## config.mk

```make
export PLATFORM = sky130hd
export DESIGN_NAME = mandelbrot_engine_scheduler
export DESIGN_NICKNAME = d
export VERILOG_FILES = /design/src/rtl/mandelbrot_engine_scheduler.sv
export SDC_FILE = /design/constraint.sdc
export NUM_CORES = 1
export LEC_CHECK = 0
export BUFFER_PORTS_ARGS = -buffer_cell sky130_fd_sc_hd__buf_4
export CAP_MARGIN = 20
export CORE_ASPECT_RATIO = 1.1
export CORE_MARGIN = 4
export CORE_UTILIZATION = 54
export DETAILED_ROUTE_END_ITERATION = 16
export GPL_ROUTABILITY_DRIVEN = 1
export HOLD_SLACK_MARGIN = 0.15
export PLACE_DENSITY = 0.8
export SLEW_MARGIN = 10
export SYNTH_ARGS = -nofsm -noshare
export SYNTH_HDL_FRONTEND = slang
export SYNTH_SLANG_ARGS = --single-unit
```

## constraint.sdc

```tcl
create_clock -name sysclk -period 3.4 [get_ports sysclk]
set_input_delay 0.34 -clock sysclk [delete_from_list [all_inputs] [get_ports sysclk]]
set_output_delay 0.34 -clock sysclk [all_outputs]
set_load 0.02 [all_outputs]
```

## src/rtl/mandelbrot_engine_scheduler.sv

```systemverilog
// Round-robin pixel dispatch to N depth engines with in-order (raster) colour retirement; optional perf counters under SCHED_PERF_COUNTERS_EN.
// Latency: first eng_start two cycles after run is sampled in IDLE; pix_valid follows the retiring engine's eng_done by one edge.
// Backpressure: pix_valid holds with stable data until pix_ready; HELD engines are never reissued, so issue stalls in order.
module mandelbrot_engine_scheduler #(
    parameter int N_ENGINES = 4,
    parameter int X_SIZE    = 640,
    parameter int Y_SIZE    = 480,
    parameter int COORD_W   = 11
) (
    input  logic                      sysclk,
    input  logic                      reset,
    input  logic                      run,
    output logic [N_ENGINES-1:0]      eng_start,
    output logic [COORD_W-1:0]        eng_x,
    output logic [COORD_W-1:0]        eng_y,
    input  logic [N_ENGINES-1:0]      eng_done,
    input  logic [24*N_ENGINES-1:0]   eng_color,
    output logic [7:0]                pix_r,
    output logic [7:0]                pix_g,
    output logic [7:0]                pix_b,
    output logic                      pix_valid,
    input  logic                      pix_ready,
    output logic                      pix_sof,
    output logic                      pix_eol,
    output logic                      busy,
    output logic [31:0]               stall_cycles,
    output logic [15:0]               frame_count
);
    localparam int PTR_W = (N_ENGINES > 1) ? $clog2(N_ENGINES) : 1;

    localparam logic [1:0] S_IDLE  = 2'd0;
    localparam logic [1:0] S_RUN   = 2'd1;
    localparam logic [1:0] S_DRAIN = 2'd2;

    localparam logic [1:0] E_FREE = 2'd0;
    localparam logic [1:0] E_BUSY = 2'd1;
    localparam logic [1:0] E_HELD = 2'd2;

    localparam logic [COORD_W-1:0] X_LAST   = COORD_W'(X_SIZE - 1);
    localparam logic [COORD_W-1:0] Y_LAST   = COORD_W'(Y_SIZE - 1);
    localparam logic [PTR_W-1:0]   PTR_LAST = PTR_W'(N_ENGINES - 1);

    logic [1:0]         state;
    logic [1:0]         eng_st [N_ENGINES];
    logic [23:0]        hold   [N_ENGINES];
    logic [COORD_W-1:0] issue_x;
    logic [COORD_W-1:0] issue_y;
    logic [COORD_W-1:0] retire_x;
    logic [COORD_W-1:0] retire_y;
    logic [PTR_W-1:0]   issue_ptr;
    logic [PTR_W-1:0]   retire_ptr;
    logic               issue_fire;
    logic               last_issue;
    logic               retire_fire;
    logic               all_free;

    always_comb begin
        all_free = 1'b1;
        for (int i = 0; i < N_ENGINES; i++) begin
            if (eng_st[i] != E_FREE) begin
                all_free = 1'b0;
            end
        end
    end

    // Issue never skips a non-FREE engine, so engine k only ever sees pixels with index mod N == k.
    assign issue_fire  = (state == S_RUN) && (eng_st[issue_ptr] == E_FREE);
    assign last_issue  = issue_fire && (issue_x == X_LAST) && (issue_y == Y_LAST);
    assign pix_valid   = (eng_st[retire_ptr] == E_HELD);
    assign retire_fire = pix_valid && pix_ready;
    assign {pix_r, pix_g, pix_b} = hold[retire_ptr];
    assign pix_sof     = (retire_x == '0) && (retire_y == '0);
    assign pix_eol     = (retire_x == X_LAST);
    assign busy        = (state != S_IDLE);

    always_ff @(posedge sysclk) begin
        if (reset) begin
            state      <= S_IDLE;
            eng_start  <= '0;
            eng_x      <= '0;
            eng_y      <= '0;
            issue_x    <= '0;
            issue_y    <= '0;
            retire_x   <= '0;
            retire_y   <= '0;
            issue_ptr  <= '0;
            retire_ptr <= '0;
            for (int i = 0; i < N_ENGINES; i++) begin
                eng_st[i] <= E_FREE;
                hold[i]   <= '0;
            end
        end else begin
            eng_start <= '0;

            case (state)
                S_IDLE: begin
                    if (run) begin
                        state <= S_RUN;
                    end
                end
                S_RUN: begin
                    if (last_issue) begin
                        state <= S_DRAIN;
                    end
                end
                S_DRAIN: begin
                    // Frame size need not be a multiple of N, so pointers are realigned here.
                    if (all_free) begin
                        state      <= run ? S_RUN : S_IDLE;
                        issue_x    <= '0;
                        issue_y    <= '0;
                        retire_x   <= '0;
                        retire_y   <= '0;
                        issue_ptr  <= '0;
                        retire_ptr <= '0;
                    end
                end
                default: state <= S_IDLE;
            endcase

            if (issue_fire) begin
                eng_start <= N_ENGINES'(1) << issue_ptr;
                eng_x     <= issue_x;
                eng_y     <= issue_y;
                if (issue_x == X_LAST) begin
                    issue_x <= '0;
                    issue_y <= (issue_y == Y_LAST) ? '0 : issue_y + COORD_W'(1);
                end else begin
                    issue_x <= issue_x + COORD_W'(1);
                end
                issue_ptr <= (issue_ptr == PTR_LAST) ? '0 : issue_ptr + PTR_W'(1);
            end

            if (retire_fire) begin
                if (retire_x == X_LAST) begin
                    retire_x <= '0;
                    retire_y <= (retire_y == Y_LAST) ? '0 : retire_y + COORD_W'(1);
                end else begin
                    retire_x <= retire_x + COORD_W'(1);
                end
                retire_ptr <= (retire_ptr == PTR_LAST) ? '0 : retire_ptr + PTR_W'(1);
            end

            // Issue, capture and retire act on disjoint engine states, so at most one fires per engine.
            for (int i = 0; i < N_ENGINES; i++) begin
                if (issue_fire && (issue_ptr == PTR_W'(i))) begin
                    eng_st[i] <= E_BUSY;
                end else if ((eng_st[i] == E_BUSY) && eng_done[i] && !eng_start[i]) begin
                    eng_st[i] <= E_HELD;
                    hold[i]   <= eng_color[24*i +: 24];
                end else if (retire_fire && (retire_ptr == PTR_W'(i))) begin
                    eng_st[i] <= E_FREE;
                end
            end
        end
    end

`ifdef SCHED_PERF_COUNTERS_EN
    logic [31:0] stall_q;
    logic [15:0] frame_q;

    always_ff @(posedge sysclk) begin
        if (reset) begin
            stall_q <= '0;
            frame_q <= '0;
        end else begin
            if (pix_valid && !pix_ready && (stall_q != 32'hFFFF_FFFF)) begin
                stall_q <= stall_q + 32'd1;
            end
            if ((state == S_DRAIN) && all_free) begin
                frame_q <= frame_q + 16'd1;
            end
        end
    end

    assign stall_cycles = stall_q;
    assign frame_count  = frame_q;
`else
    assign stall_cycles = '0;
    assign frame_count  = '0;
`endif

endmodule

```

==> metrics.log, run 1 <==
[metrics] result of the run: completed
[metrics] tightest slew margin relative to the limit: 36.4%
[metrics] depth of the worst register-to-register path: 6
[metrics] starting density of the core: roughly 56%
[metrics] hold path endpoint: hold[2][7]
[metrics] kind of end point of the critical path: register
[metrics] Routed WL per cell: between 15 and 20 um
[metrics] CTS tree: yes
[metrics] share of layout cells above drive strength 1: around 24%
[metrics] power per unit of standard cell area: roughly 460 nW/um^2
[metrics] most used flip-flop cell after synthesis: edfxtp_1
[metrics] horizontal extent of the die: 130 um
[metrics] HP Class: input port to register
[metrics] post-synthesis sequential element count: about 180
[metrics] Detailed Route Iter0 Violations: 605
[metrics] clock buffer count from CTS: 17
[metrics] vias in the first global route: 6208
[metrics] max-cap check violation count: 0
[metrics] worst slack on hold paths: 0.182 ns
[metrics] post-route ant nets: 0
[metrics] Total Nets Final: 1062
[metrics] cells along the critical path: nor2_1 -> mux4_2 -> and2_1 -> nand2_1 -> a21o_1 -> buf_4
[metrics] min-delay src: eng_color[55]
[metrics] fraction of synthesis flops using an asynchronous set or reset pin: 0%
[metrics] total number of clock tree sinks: 184
[metrics] IO Port Bufs: approximately 160
[metrics] Setup Skew: 0.0128 ns
[metrics] global-route wire length before repair: around 33 mm
[metrics] minimum period implied by the final worst setup slack: between 2 and 3 ns
[metrics] number of hold violations in the final report: 0
[metrics] leading cell types in the layout, fill and taps excluded: 171 x buf_4, 104 x edfxtp_1, 102 x and2_1
[metrics] number of synthesized flops with an enable pin: approximately 100
[metrics] number of distinct library cells after synthesis: 53
[metrics] synthesized area: about 8900 um^2
[metrics] Yosys top cell area share: 35.1%
[metrics] DRC violations left: 0
[metrics] vias per inst: ~5.5
[metrics] post-route cell area: 10500 um^2
[metrics] H-tree levels: 4
[metrics] cell type with the largest total area after synthesis: edfxtp_1
[metrics] final global-route overflow total: 0
[metrics] Crit Reg-Reg Endpoint: hold[1][22]
[metrics] sequential-to-total area share from yosys stat: approximately 53%
[metrics] routability congestion estimate: between 0.8 and 0.9
[metrics] Pins Over Slew Limit: 0
[metrics] chip height: roughly 140 um
[metrics] highest achievable clock rate: approximately 380 MHz
[metrics] worst reg2reg path startpoint: eng_st[3][1]
[metrics] CTS max path bufs: 2
[metrics] total via count in the routed design: ~6400
[metrics] stage delay of the slowest cell on the critical path: 0.80 ns
[metrics] number of warnings reported in the yosys synthesis log: 0
[metrics] Overall Global Routing Usage: between 20% and 30%
[metrics] biggest area contributors in the synthesized netlist: edfxtp_1 35%, dfxtp_1 18%, and2_1 7.2%, mux4_2 6.6%, buf_4 4.8%
[metrics] post-detailed-placement cell area: roughly 10000 um^2
[metrics] crit path DAT: 2.78 ns
[metrics] sum of routed wire length over all layers: between 20 and 25 mm
[metrics] number of cells produced by synthesis: ~800
[metrics] post-CTS clock slew at the launch and capture registers of the worst setup and hold paths: ~0.070 ns
[metrics] reg-to-reg slack, setup: 0.77 ns
[metrics] crit start category: register
[metrics] worst-margin pin slew: around 0.95 ns
[metrics] Placement Rows: 48
[metrics] share of the cycle needed by the critical path after routing: slightly below 80%
[metrics] root buffer selected by CTS: clkbuf_16
[metrics] initial antenna violation count: 0
[metrics] count of antenna diodes in the layout: 0
[metrics] Pwr Total: a little under 5 mW
[metrics] slowest stage cell, crit path: and2_1
[metrics] total leakage power: 4.11 nW
[metrics] Worst Hold Depth: 2
[metrics] number of endpoints failing setup at the final stage: 0
[metrics] detailed-routing iteration count for the pre-antenna-repair pass: 5
[metrics] largest net degree at the start of global routing: 60
[metrics] average size of a mapped cell: about 11 um^2
[metrics] worst endpoint required time: 3.54 ns
[metrics] Detail Placement HPWL: ~15 mm
[metrics] most frequent standard cell in the layout excluding fill and tap cells: buf_4
[metrics] setup TNS after final layout: 0 ns
[metrics] largest fanout on the critical path: 24
[metrics] Area Growth Syn to Fin: 18.3%
[metrics] Setup CP Type: register to register
[metrics] latest clock arrival within the worst-skew pair: about 0.43 ns
[metrics] total setup buffers inserted after CTS: 0
[metrics] RSZ-0062 raised after global routing: false
[metrics] worst vdd rail ir drop: between 300 and 400 uV
[metrics] placeable core region: 15900 um^2
[metrics] die footprint: roughly 19000 um^2
[metrics] count of boundary I/O pins: a little over 200
registers in the layout, summed over array words and instances (netlist names), named ones only:
signal,flops
eng_x,11
issue_x,11
issue_ptr,2
eng_st,8
issue_y,11
state,2
retire_y,11
retire_x,11
eng_y,11
eng_start,4
hold,96
retire_ptr,2
power by group:
group | total [mW] | switching, mW | internal, mW
logic | 0.612 | 0.352 | 0.259
clock network | 1.75 | 0.829 | 0.926
registers | 2.50 | 0.0467 | 2.45
total | 4.86 | 1.23 | 3.63
kinds of logic after synthesis:
| kind of cell | after synthesis | share of synthesized area [%] |
|---|---|---|
| other | 1 | 0.0422 |
| AO/OA/AOI/OAI | 113 | 8.23 |
| XOR/XNOR | 5 | 0.493 |
| AND/OR/NAND/NOR | 339 | 21.3 |
| adder cells (fa/ha/maj) | 14 | 1.97 |
| flip-flops | 184 | 53.1 |
| buffers and inverters | 115 | 7.68 |
| multiplexers | 31 | 7.15 |
Yosys cell counts (2+ instances only):
| master | number |
|---|---|
| or4_1 | 2 |
| a41oi_1 | 4 |
| or4bb_1 | 2 |
| buf_4 | 57 |
| and2_1 | 102 |
| nor3_1 | 6 |
| nor4bb_1 | 2 |
| nand2_1 | 79 |
| ha_1 | 14 |
| nand3b_1 | 10 |
| edfxtp_1 | 104 |
| o21a_1 | 2 |
| or2_2 | 3 |
| a211oi_4 | 4 |
| clkbuf_1 | 14 |
| mux2i_1 | 5 |
| nor2b_1 | 6 |
| nor4b_1 | 3 |
| dfxtp_1 | 80 |
| nand4_1 | 10 |
| nor4_1 | 6 |
| buf_2 | 17 |
| or3_1 | 14 |
| a21oi_1 | 52 |
| and3_1 | 17 |
| buf_6 | 2 |
| buf_1 | 5 |
| xnor2_1 | 4 |
| inv_1 | 19 |
| and4_1 | 6 |
| a31oi_1 | 24 |
| mux4_2 | 26 |
| a21o_1 | 5 |
| nand3_1 | 45 |
| nand2b_1 | 5 |
| o21ai_0 | 9 |
| nor2_1 | 18 |
| a22o_1 | 4 |
cell type report:
cell class	instances	area, um^2
multi-input combinational	550	3660
timing repair buffer	172	1290
inverter	19	71.3
clock buffer	19	433
tap	200	250
clock inverter	13	81.3
sequential	184	4730
fill	1200	5400
how the worst max path moves through the flow:
stage,startpoint,endpoint,slack [ns]
floorplan,eng_st[3][1],hold[0][0],1.01
detailed placement,eng_st[3][1],hold[1][21],0.79
global placement,eng_st[2][1],hold[3][3],0.88
CTS,eng_st[3][1],hold[1][16],0.77
finish,eng_st[3][1],hold[1][22],0.77
global route,eng_st[1][0],hold[1][2],0.59
worst max-delay path, delay by kind of cell, from the launching register on:
family	cells	cell delay, ns
compound gates	1	0.20
buf+inv	1	0.25
flops	1	0.43
mux	1	0.36
simple gates	3	1.10
layer usage:
metal | up-vias | GRT usage [%] | routed length [um]
li1 | 3075 | - | -
met1 | 3048 | 30.1 | 8340
met2 | 243 | 38.9 | 10600
met3 | 17 | 5.89 | 2040
met4 | 0 | 5.36 | 183
met5 | - | 0 | 0
through the flow:
stage	util, %	instances	worst slack [ns]
after floorplan	-	849	1.01
after global placement	62.8	1124	0.877
after detailed placement	62.8	1124	0.788
after CTS	66.1	1157	0.772
after global routing	66.1	1157	0.589
final	66.1	1157	0.767
what timing repair did:
item                      in CTS  in global routing
hold endpoints to repair       1                  0
hold buffers                   1                  0
resized for setup              0                  0
Note: power is estimated with default switching activity, not from simulation.
==> run 2: changes to the inputs <==
==> constraint.sdc (replaced) <==
create_clock -name sysclk -period 2.7 [get_ports sysclk]
set_input_delay 0.27 -clock sysclk [delete_from_list [all_inputs] [get_ports sysclk]]
set_output_delay 0.27 -clock sysclk [all_outputs]
set_load 0.02 [all_outputs]
==> metrics.log, run 2 (same netlist as run 1, synthesis figures left out) <==
[metrics] number of hold violations in the final report: 0
[metrics] worst vdd rail ir drop: between 400 and 500 uV
[metrics] highest achievable clock rate: approximately 390 MHz
[metrics] kind of end point of the critical path: register
[metrics] Overall Global Routing Usage: between 20% and 30%
[metrics] Filler Cells Inserted: ~1000
[metrics] post-CTS clock slew at the launch and capture registers of the worst setup and hold paths: around 0.07 ns
[metrics] largest net degree at the start of global routing: 32
[metrics] count of boundary I/O pins: approximately 210
[metrics] power per unit of standard cell area: 573 nW/um^2
[metrics] clock buffer count from CTS: 17
[metrics] vias per inst: 5.60
[metrics] crit path DAT: between 2 and 3 ns
[metrics] CTS tree: yes
[metrics] RSZ-0062 raised after global routing: false
[metrics] Routed WL per cell: approximately 20 um
[metrics] final global-route overflow total: 0
[metrics] tightest slew margin relative to the limit: roughly 48%
[metrics] result of the run: completed
[metrics] most frequent standard cell in the layout excluding fill and tap cells: buf_4
[metrics] # resized after CTS: 0
[metrics] smallest setup slack after layout: around 0.14 ns
[metrics] H-tree levels: 4
[metrics] die footprint: roughly 19000 um^2
[metrics] placeable core region: about 16000 um^2
[metrics] CTS max path bufs: 2
[metrics] sum of routed wire length over all layers: 25.1 mm
[metrics] crit start category: register
[metrics] Area Growth Syn to Fin: 30.1%
[metrics] share of layout cells above drive strength 1: 22.8%
[metrics] root buffer selected by CTS: clkbuf_16
[metrics] IO Port Bufs: roughly 160
[metrics] total leakage power: roughly 4.6 nW
[metrics] largest fanout on the critical path: 24
[metrics] Setup CP Type: register to register
[metrics] max reg flops: 96
[metrics] latest clock arrival within the worst-skew pair: approximately 0.43 ns
[metrics] leading cell types in the layout, fill and taps excluded: 173 x buf_4, 104 x edfxtp_1, 102 x and2_1
[metrics] post-route ant nets: 0
[metrics] global-route wire length before repair: ~38 mm
[metrics] register with the most flip-flops: hold
[metrics] Placement Rows: 48
[metrics] sequential cell area in the final layout: ~4700 um^2
[metrics] number of endpoints failing setup at the final stage: 0
[metrics] horizontal extent of the die: around 130 um
[metrics] pre-CTS setup slack: 0.227 ns
[metrics] setup TNS after final layout: 0 ns
[metrics] max-cap check violation count: 0
[metrics] Detailed Route Iter0 Violations: between 600 and 700
[metrics] count of antenna diodes in the layout: 0
[metrics] initial antenna violation count: 0
[metrics] chip height: around 140 um
[metrics] Pins Over Slew Limit: 0
[metrics] share of the cycle needed by the critical path after routing: about 95%
[metrics] Detail Placement HPWL: roughly 15 mm
[metrics] total via count in the routed design: between 7000 and 8000
[metrics] area of the multi-input gates: between 3000 and 4000 um^2
[metrics] HP Class: input port to register
[metrics] routability congestion estimate: ~0.8
[metrics] vias in the first global route: 6945
[metrics] Total Nets Final: 1159
[metrics] worst-margin pin slew: a little under 0.8 ns
[metrics] worst endpoint required time: roughly 2.8 ns
[metrics] total number of clock tree sinks: 184
[metrics] detailed-routing iteration count for the pre-antenna-repair pass: 5
[metrics] Setup Skew: around 0.011 ns
[metrics] starting density of the core: between 50 and 60%
[metrics] DRC violations left: 0
[metrics] minimum period implied by the final worst setup slack: 2.56 ns
run 2: timing repair:
item / CTS / global route
setup endpoints to repair: 0 / 0
setup buffers: 0 / 0
endpoints found under the hold margin: 96 / 0
hold buffers: 96 / 0
run 2: layout make-up:
cell class / instances / share of cell area (%)
flip-flops and latches: 184 / 40.9
multi-input cells: 550 / 31.6
repair buffers: 269 / 19.5
clock buffers: 17 / 3.68
well taps: 200 / 2.16
clock inverters: 15 / 1.49
inverters: 19 / 0.617
run 2: worst paths after layout:
kind / slack (ns) / cells past startpoint / endpoint / start
hold reg to reg: 0.46 / 2 / eng_x[0] / eng_x[0]
setup reg to reg: 0.14 / 6 / hold[1][3] / eng_st[1][1]
hold / removal: 0.17 / 2 / hold[0][21] / eng_color[21]
setup / recovery: 0.14 / 6 / hold[1][3] / eng_st[1][1]
run 2: routing by layer:
metal / track usage [%] / wire length [um]
met5: 0 / 0
met3: 6.49 / 2040
met4: 10.4 / 740
met2: 47.5 / 13000
met1: 31.8 / 9320
run 2: power by group:
group          switching, mW  internal [mW]
clock network           1.10           1.46
logic                  0.504          0.419
registers             0.0603           3.08
run 2: stage by stage:
| step | area (um^2) | utilization (%) | power (mW) | hold slack [ns] | instances |
|---|---|---|---|---|---|
| after floorplan | 9070 | - | 3.71 | 0.434 | 849 |
| after global placement | 10000 | 62.9 | 3.96 | 0.446 | 1126 |
| after detailed placement | 10000 | 62.9 | 3.97 | 0.447 | 1126 |
| after CTS | 11600 | 72.7 | 6.58 | 0.154 | 1254 |
| after global routing | 11600 | 72.7 | 6.84 | 0.154 | 1254 |
| final | 11600 | 72.7 | 6.63 | 0.171 | 1254 |
run 2: critical path, cell delays in order (launching register included):
cell      delay [ns]
edfxtp_1        0.39
nor2_1          0.07
mux4_2          0.58
and2_1          0.42
nand2_1         0.22
a21o_1          0.15
buf_4           0.37
==> run 3: changes to the inputs <==
--- a/config.mk
+++ b/config.mk
@@ -9,11 +9,11 @@
 export CAP_MARGIN = 20
 export CORE_ASPECT_RATIO = 1.1
 export CORE_MARGIN = 4
-export CORE_UTILIZATION = 54
+export CORE_UTILIZATION = 51
+export CTS_BUF_LIST = sky130_fd_sc_hd__clkbuf_8
 export DETAILED_ROUTE_END_ITERATION = 16
-export GPL_ROUTABILITY_DRIVEN = 1
 export HOLD_SLACK_MARGIN = 0.15
-export PLACE_DENSITY = 0.8
+export PLACE_DENSITY = 0.79
 export SLEW_MARGIN = 10
 export SYNTH_ARGS = -nofsm -noshare
 export SYNTH_HDL_FRONTEND = slang
==> constraint.sdc (replaced) <==
create_clock -name sysclk -period 2.1 [get_ports sysclk]
set_input_delay 0.21 -clock sysclk [delete_from_list [all_inputs] [get_ports sysclk]]
set_output_delay 0.21 -clock sysclk [all_outputs]
set_load 0.02 [all_outputs]
==> metrics.log, run 3 (same netlist as run 1, synthesis figures left out) <==
[metrics] dominant cell type by count on the critical path: buf_4
[metrics] RSZ-0062 raised after global routing: true
[metrics] Setup Skew: ~0.022 ns
[metrics] vias in the first global route: about 7400
[metrics] power per unit of standard cell area: roughly 660 nW/um^2
[metrics] root buffer selected by CTS: clkbuf_8
[metrics] total number of clock tree sinks: approximately 180
[metrics] Final Non-Filler Cells: around 1400
[metrics] die footprint: between 15000 and 20000 um^2
[metrics] post-CTS clock slew at the launch and capture registers of the worst setup and hold paths: 0.11 ns
[metrics] violated checks: setup timing
[metrics] Total Nets Final: 1221
[metrics] number of endpoints failing setup at the final stage: 23
[metrics] sequential power share: 50.2%
[metrics] worst vdd rail ir drop: ~450 uV
[metrics] number of hold violations in the final report: 0
[metrics] DRC violations left: 0
[metrics] register with the most flip-flops: hold
[metrics] Sw Share: about 27%
[metrics] Setup CP Type: register to register
[metrics] count of boundary I/O pins: slightly above 200
[metrics] net switching power: around 2.2 mW
[metrics] vias per inst: approximately 5.6
[metrics] tightest slew margin relative to the limit: between 60% and 70%
[metrics] Buf+Inv Stages, Crit Path: 5
[metrics] worst slack on hold paths: between 0.4 and 0.5 ns
[metrics] horizontal extent of the die: 134 um
[metrics] Detail Placement HPWL: ~16 mm
[metrics] starting density of the core: around 52%
[metrics] global-route wire length before repair: ~40 mm
[metrics] pre-CTS setup slack: ~0.021 ns
[metrics] chip height: ~150 um
[metrics] largest fanout on the critical path: 10
[metrics] slowest stage cell, crit path: edfxtp_1
[metrics] total via count in the routed design: ~7600
[metrics] Placement Rows: 50
[metrics] reg-to-reg slack, setup: -0.05 ns
[metrics] worst-margin pin slew: roughly 0.59 ns
[metrics] clock buffer count from CTS: 17
[metrics] Area Growth Syn to Fin: 38.1%
[metrics] final global-route overflow total: 0
[metrics] Overall Global Routing Usage: about a quarter
[metrics] placeable core region: 17100 um^2
[metrics] smallest setup slack after layout: -0.0493 ns
[metrics] share of the cycle needed by the critical path after routing: 102%
[metrics] kind of end point of the critical path: register
[metrics] cell count after placement: 1204
[metrics] crit start category: register
[metrics] highest achievable clock rate: about 470 MHz
[metrics] kind of cell with the highest combined delay on the critical path: buffers and inverters
[metrics] Detailed Route Iter0 Violations: 660
[metrics] portion of total power attributed to combinational logic: 17.6%
[metrics] leading cell types in the layout, fill and taps excluded: 206 x buf_4, 104 x edfxtp_1, 99 x dlygate4sd3_1
[metrics] clock group share of total power: between 30 and 40%
[metrics] result of the run: complete, but fails checks
[metrics] worst endpoint required time: 2.44 ns
[metrics] largest net degree at the start of global routing: 36
[metrics] max-cap check violation count: 0
[metrics] IO Port Bufs: between 150 and 200
[metrics] latest clock arrival within the worst-skew pair: approximately 0.48 ns
[metrics] HP Class: input port to register
[metrics] Pins Over Slew Limit: 0
[metrics] P_int: 5.88 mW
[metrics] max reg flops: between 90 and 100
[metrics] detailed-routing iteration count for the pre-antenna-repair pass: 7
[metrics] Routed WL per cell: between 20 and 25 um
[metrics] CTS tree: yes
[metrics] stage delay of the slowest cell on the critical path: around 0.44 ns
[metrics] sum of routed wire length over all layers: around 28 mm
[metrics] cells along the critical path: buf_4 -> nor4bb_1 -> buf_4 -> inv_1 -> a211oi_4 -> buf_6 -> buf_12 -> and2_1
[metrics] share of layout cells above drive strength 1: 28.9%
[metrics] most frequent standard cell in the layout excluding fill and tap cells: buf_4
[metrics] H-tree levels: 4
[metrics] total leakage power: about 5 nW
[metrics] setup TNS after final layout: -0.404 ns
[metrics] CTS max path bufs: 2
[metrics] Filler Cells Inserted: between 1000 and 1500
[metrics] minimum period implied by the final worst setup slack: between 2 and 2.5 ns
[metrics] initial antenna violation count: 1
[metrics] Pwr Total: roughly 8.1 mW
[metrics] post-route ant nets: 0
[metrics] crit path DAT: around 2.5 ns
[metrics] routability congestion estimate: slightly below 0.9
==> run 3: per-stage QoR <==
step | instance area, um^2 | util, %
global route | 12300 | 71.9
finish | 12300 | 71.9
CTS | 12100 | 70.6
floorplan | 9100 | -
global placement | 10600 | 62.0
detailed placement | 10600 | 62.0
==> run 3: timing repair <==
| action | CTS | global route |
|---|---|---|
| pin swaps | 3 | 7 |
| endpoints found under the setup margin | 4 | 202 |
| setup buffers | 2 | 9 |
| endpoints found under the hold margin | 102 | 0 |
| resized for setup | 8 | 22 |
| cloned | 0 | 4 |
| hold buffers | 99 | 0 |
==> run 3: path summary, 6_finish.rpt <==
kind	startpoint	endpoint	cells after the start
max	eng_st[1][1]	hold[1][20]	8
min	eng_done[0]	eng_st[0][0]	3
max reg2reg	eng_st[1][1]	hold[1][20]	8
min reg2reg	eng_x[0]	eng_x[0]	2
==> run 3: power groups by stage <==
| stage | Combinational, mW | Sequential [mW] | Clock (mW) |
|---|---|---|---|
| after CTS | 1.29 | 4.02 | 2.58 |
| after global placement | 1.11 | 4.10 | 0 |
| after detailed placement | 1.12 | 4.10 | 0 |
| after floorplan | 0.698 | 4.08 | 0 |
| final | 1.42 | 4.04 | 2.60 |
| after global routing | 1.49 | 4.06 | 2.77 |
==> run 3: cell type report <==
type / instances / area [um^2] / share of cell area (%)
Sequential cell: 184 / 4730 / 38.5
Multi-Input combinational cell: 550 / 3760 / 30.6
Timing Repair Buffer: 331 / 3000 / 24.4
Tap cell: 234 / 293 / 2.39
Clock buffer: 18 / 248 / 2.02
Clock inverter: 14 / 176 / 1.44
Inverter: 19 / 71.3 / 0.581
Antenna cell: 1 / 2.50 / 0.0204
==> run 3: layer usage <==
metal | share of wire (%) | vias up | track usage (%)
li1 | - | 3399 | -
met1 | 37 | 3630 | 32.6
met2 | 50 | 452 | 45.4
met3 | 8.5 | 99 | 5.86
met4 | 4.6 | 0 | 9.41
met5 | 0 | - | 0
==> run 3: worst reg2reg max path: cells and delay by family (launching register included) <==
family,cells,cell delay (ns)
AOI/OAI and AO/OA,1,0.30
buffers and inverters,5,0.72
DFF,1,0.44
and+or+nand+nor,2,0.57
